--- config.mk ---
export PLATFORM = sky130hd
export DESIGN_NAME = counter_ctrl
export DESIGN_NICKNAME = d
export VERILOG_FILES = /design/src/rtl/cnt_ctrl_pkg.sv /design/src/rtl/cnt_ctrl_wd.sv /design/src/rtl/counter_ctrl.sv
export SDC_FILE = /design/constraint.sdc
export NUM_CORES = 1
export LEC_CHECK = 0
export BUFFER_PORTS_ARGS = -buffer_cell sky130_fd_sc_hd__buf_2
export CORE_ASPECT_RATIO = 1.2
export CORE_MARGIN = 2
export CORE_UTILIZATION = 55
export CTS_CLUSTER_SIZE = 24
export DETAILED_ROUTE_END_ITERATION = 12
export PLACE_DENSITY_LB_ADDON = 0.12
export SLEW_MARGIN = 20
export SYNTH_ARGS = -nofsm -noshare
export SYNTH_HDL_FRONTEND = slang
export SYNTH_SLANG_ARGS = --single-unit
--- constraint.sdc ---
create_clock -name clk -period 4.05 [get_ports clk]
set_input_delay 0.81 -clock clk [delete_from_list [all_inputs] [get_ports clk]]
set_output_delay 0.81 -clock clk [all_outputs]
set_load 0.02 [all_outputs]
--- src/rtl/cnt_ctrl_pkg.sv ---
// Shared types and default sizing for the counter sequencer.
package cnt_ctrl_pkg;
  localparam int CNT_WIDTH     = 16;
  localparam int CNT_WD_CYCLES = 8;

  typedef enum logic [2:0] {
    IDLE   = 3'd0,
    LOAD   = 3'd1,
    SETTLE = 3'd2,
    RUN    = 3'd3,
    DONE   = 3'd4,
    ERR    = 3'd5
  } cnt_ctrl_state_e;
endpackage

--- src/rtl/cnt_ctrl_wd.sv ---
// Stall watchdog: pulses stall on the WD_CYCLES-th consecutive enabled cycle
// in which the counter value has not moved since the previous cycle.
module cnt_ctrl_wd #(
  parameter int WIDTH     = 16,
  parameter int WD_CYCLES = 8
) (
  input  logic             clk,
  input  logic             rst_,
  input  logic             enable,
  input  logic             hold,
  input  logic [WIDTH-1:0] cnt_value,
  output logic             stall
);
  localparam int CW = $clog2(WD_CYCLES + 1);

  logic [WIDTH-1:0] r_prev;
  logic [CW-1:0]    r_cnt;
  logic             w_stuck;

  assign w_stuck = enable && !hold && (cnt_value == r_prev);
  assign stall   = w_stuck && (r_cnt == CW'(WD_CYCLES - 1));

  // Previous value is sampled every cycle so the first RUN cycle compares
  // against the value seen during SETTLE.
  always_ff @(posedge clk or negedge rst_) begin
    if (!rst_) begin
      r_prev <= '0;
      r_cnt  <= '0;
    end else begin
      r_prev <= cnt_value;
      if (w_stuck && !stall) r_cnt <= r_cnt + 1'b1;
      else                   r_cnt <= '0;
    end
  end
endmodule

--- src/rtl/counter_ctrl.sv ---
// Command-driven sequencer for an up/down counter: load, run to target, report.
// Optional abort input enabled by defining CNT_CTRL_ABORT_EN.
module counter_ctrl
  import cnt_ctrl_pkg::*;
#(
  parameter int WIDTH     = CNT_WIDTH,
  parameter int WD_CYCLES = CNT_WD_CYCLES
) (
  input  logic             clk,
  input  logic             rst_,
  input  logic             cmd_valid,
  output logic             cmd_ready,
  input  logic [WIDTH-1:0] cmd_start,
  input  logic [WIDTH-1:0] cmd_target,
  input  logic             cmd_dir,
  input  logic             hold,
  input  logic [WIDTH-1:0] cnt_value,
  output logic [WIDTH-1:0] data_in,
  output logic             ld_cnt,
  output logic             updn_cnt,
  output logic             count_enb,
  output logic             busy,
  output logic             done,
  output logic             err,
`ifdef CNT_CTRL_ABORT_EN
  input  logic             abort,
`endif
  output logic [2:0]       dbg_state
);
  // Handshake: a command transfers on a rising edge where cmd_valid and
  // cmd_ready are both high; cmd_ready is high only in IDLE out of reset.

  cnt_ctrl_state_e  r_state;
  logic [WIDTH-1:0] r_target;
  logic             w_accept;
  logic             w_at_target;
  logic             w_stall;
  logic             w_abort;

`ifdef CNT_CTRL_ABORT_EN
  assign w_abort = abort && (r_state == LOAD || r_state == SETTLE || r_state == RUN);
`else
  assign w_abort = 1'b0;
`endif

  assign w_at_target = (cnt_value == r_target);
  assign cmd_ready   = (r_state == IDLE) && rst_;
  assign w_accept    = cmd_valid && cmd_ready;
  assign count_enb   = (r_state == RUN) && !w_at_target && !hold && !w_abort;
  assign dbg_state   = r_state;

  cnt_ctrl_wd #(
    .WIDTH     (WIDTH),
    .WD_CYCLES (WD_CYCLES)
  ) u_wd (
    .clk       (clk),
    .rst_      (rst_),
    .enable    (count_enb),
    .hold      (hold),
    .cnt_value (cnt_value),
    .stall     (w_stall)
  );

  always_ff @(posedge clk or negedge rst_) begin
    if (!rst_) begin
      r_state  <= IDLE;
      r_target <= '0;
      data_in  <= '0;
      ld_cnt   <= 1'b1;
      updn_cnt <= 1'b1;
      busy     <= 1'b0;
      done     <= 1'b0;
      err      <= 1'b0;
    end else begin
      done <= 1'b0;
      if (w_abort) begin
        r_state <= IDLE;
        ld_cnt  <= 1'b1;
        busy    <= 1'b0;
      end else begin
        case (r_state)
          IDLE: begin
            if (w_accept) begin
              r_target <= cmd_target;
              data_in  <= cmd_start;
              updn_cnt <= cmd_dir;
              ld_cnt   <= 1'b0;
              busy     <= 1'b1;
              err      <= 1'b0;
              r_state  <= LOAD;
            end
          end
          LOAD: begin
            ld_cnt  <= 1'b1;
            r_state <= SETTLE;
          end
          SETTLE: r_state <= RUN;
          RUN: begin
            // Target check has priority so count_enb is never high at the target.
            if (w_at_target) begin
              done    <= 1'b1;
              r_state <= DONE;
            end else if (w_stall) begin
              err     <= 1'b1;
              r_state <= ERR;
            end
          end
          DONE, ERR: begin
            busy    <= 1'b0;
            r_state <= IDLE;
          end
          default: begin
            busy    <= 1'b0;
            ld_cnt  <= 1'b1;
            r_state <= IDLE;
          end
        endcase
      end
    end
  end
endmodule

==> impl_results.md <==
- Mux contribution to synthesized area: between 10% and 20%
- CP max stage delay: between 400 and 500 ps
- DR vias/cell: slightly above 5
- Hold Fails Final Rpt: 0
- Power density over the cells: 397 mW/mm^2
- Clk slew on worst S/H paths: about 60 ps
- Max clock buf depth: 2
- Post-synth ARST share: 100%
- XOR/XNOR Fraction of Synth Area: 11.2%
- Detail Placement HPWL: approximately 3.3 mm
- Worst slew margin: approximately half
- Adder-Cell Fraction of Synth Area: less than 1%
- Final period utilization: 73.0%
- Peak VDD IR: between 0.2 and 0.3 mV
- Port bufs: slightly below 80
- Total routed wirelength: ~4.6 mm
- Initial antenna violation count: 0
- Fin nets: 315
- Final Wtd Congestion: around 0.72
- Slew Limit Fails: 0
- Initial Utilization: 56.5%
- Crit-path slowest cell: nor4_1
- Mapped cell area: 0.00258 mm^2
- Synth Area in Compound Gates: 2.18%
- Hold buffer count at cts: 0
- Worst hold-check path type: reg2reg
- R2R Path Start: dbg_state[1]
- Worst Setup SP: cnt_value[2]
- Die ar.: around 0.0053 mm^2
- IO Count: ~80
- Skew-Pair Late Insertion Delay: around 330 ps
- Largest family of logic cells by synthesized area: multiplexers
- Total GRT Usage: 19.4%
- Yosys warnings: 0
- Post-DR wirelength/cell: ~14 um
- Synth-to-layout area growth: 24.8%
- Die H: about 79 um
- Pin count of the biggest net entering global routing: 61
- Cts repair resizes: 0
- Number of global-route vias before repair: ~1600
- Top-area cell type share of the netlist area: a little under three fifths
- RSZ-0062 raised after global routing: false
- Antenna Cells: 0
- Crit path kind: in2out
- Least-Margin Pin Slew: 731 ps
- Seq/Total Area, Yosys: ~60%
- Max capacitance violation total: 0
- Total power: about 0.0013 W
- Critical path, cell by cell: buf_2 -> xor2_1 -> nor4_1 -> nand4_1 -> nand2b_1 -> nor2_1 -> buf_2
- Critical Path AT: 2140 ps
- Row count: 27
- CTS tree: done
- Initial DRT Pass Iterations: 4
- Most used cell along the critical path: buf_2
- Drt drc: 0
- Syn_nets: around 230
- Max Clock Skew: ~4.7 ps
- First DRT Iteration DRCs: 92
- List of most frequent post-synthesis cells: dfrtp_1 (58), xor2_1 (32), mux2_4 (28)
- ANT nets after route: 0
- FF+latch count, synth: 60
- H-tree depth: 3
- Worst hold path depth: 2
- Die X-Extent: 66.5 um
- Min cycle time layout: approximately 3000 ps
- Hold Slack: 491 ps
- Gr ovfl total: 0
- Worst r2r dst: r_target[0]
- Distinct cells, synth: 27
- Top cells by area, synth: dfrtp_1 (56%), mux2_4 (16%), xor2_1 (11%)
- Vias post-DR: around 1600
- Cell count after synthesis: 174
- Mapped Avg Cell Area: roughly 15 um^2
- Setup TNS: 0 ps
- Post-synthesis simple-gate area fraction: 7.67%
- Clock sink total: 60
- Worst setup SP type: primary input
- Status: complete, no violations
- Postcts setup bufs: 0
- First-pass GRT wire length: approximately 7.4 mm
- Yosys top cell by area: dfrtp_1
- Top_reg_cell synth: dfrtp_1
- Fmax: 0.338 GHz
- Reg2Reg Depth: 3
- Worst Path Required: roughly 3200 ps
- Core footprint: between 0.004 and 0.005 mm^2
- Count of flip-flops with a built-in enable after synthesis: 0
- CP Capture Type: output port
- Setup-failing EPs final: 0
- Layout cells sized above 1: between 50% and 60%
- Clk root buf: clkbuf_8
- Most common cell in the netlist: dfrtp_1
- Setup crit end: count_enb
- Critical Path Fanout Max: 6
- R2r setup slk: 2130 ps
- Leak: roughly 1.8 nW
- Total CTS buffers: 9
-- worst min-delay path by stage --
stage	from	endpoint	slack [ps]
floorplan	u_wd.r_cnt[0]	u_wd.r_cnt[0]	440
global placement	u_wd.r_cnt[0]	u_wd.r_cnt[0]	470
detailed placement	err	err	480
CTS	err	err	500
global route	data_in[3]	data_in[3]	520
finish	err	err	490
-- cell families after synthesis --
| logic type | count (synthesis) |
|---|---|
| simple gates | 32 |
| compound gates | 10 |
| buf+inv | 5 |
| mux | 33 |
| xor+xnor | 33 |
| fa+ha+maj | 1 |
| flops | 60 |
-- state kept, by name, indices dropped and copies added, names as in the netlist, 3 cells and up --
signal / count
u_wd.r_prev: 16
dbg_state: 3
data_in: 16
r_target: 16
u_wd.r_cnt: 4
-- final cells by class --
class | instances | area [um^2]
fill | 364 | 1350
sequential | 60 | 1500
tap | 58 | 72.6
clock inverter | 5 | 50.0
clock buffer | 11 | 151
inverter | 2 | 7.51
timing repair buffer | 79 | 398
multi-input combinational | 109 | 1030
-- cells in the final DEF (no fill, tap or decap), types with 2 or more instances in the layout --
| cell | instances |
|---|---|
| a21oi_1 | 4 |
| buf_2 | 78 |
| clkbuf_8 | 11 |
| clkinv_2 | 4 |
| dfrtp_1 | 58 |
| dfstp_2 | 2 |
| inv_1 | 2 |
| mux2_2 | 5 |
| mux2_4 | 28 |
| nand2_1 | 3 |
| nand4_1 | 2 |
| nor2_1 | 7 |
| nor3_1 | 5 |
| nor4_1 | 7 |
| o21ai_0 | 3 |
| xor2_1 | 32 |
-- layer usage --
layer / global-route usage (%) / part of all wire [%] / up-vias
met5: 0 / 0 / -
met4: 10.4 / 2.0 / 0
met3: 5.24 / 6.4 / 8
met2: 30.4 / 50 / 53
met1: 24.2 / 42 / 793
li1: - / - / 779
-- metrics by stage --
stage	setup slack (ps)	instance area [um^2]	std cells	util (%)
6_report	1100	3220	324	70.5
5_1_grt	953	3220	324	70.5
4_1_cts	1050	3220	324	70.5
3_5_place_dp	1050	3010	308	66.1
3_3_place_gp	1140	3010	308	66.1
2_1_floorplan	1610	2580	174	-
-- critical path, delay by kind of cell --
kind / cells / cell delay (ps)
and+or+nand+nor: 4 / 920
xor gates and xnor gates: 1 / 130
buffers and inverters: 2 / 270
-- report_power, final --
group	internal [W]	switching (W)
Clock	0.000313	0.000225
Combinational	0.0000531	0.0000530
Sequential	0.000621	0.0000114
Total	0.000988	0.000289
No activity file was read; power rests on OpenSTA's default activity.
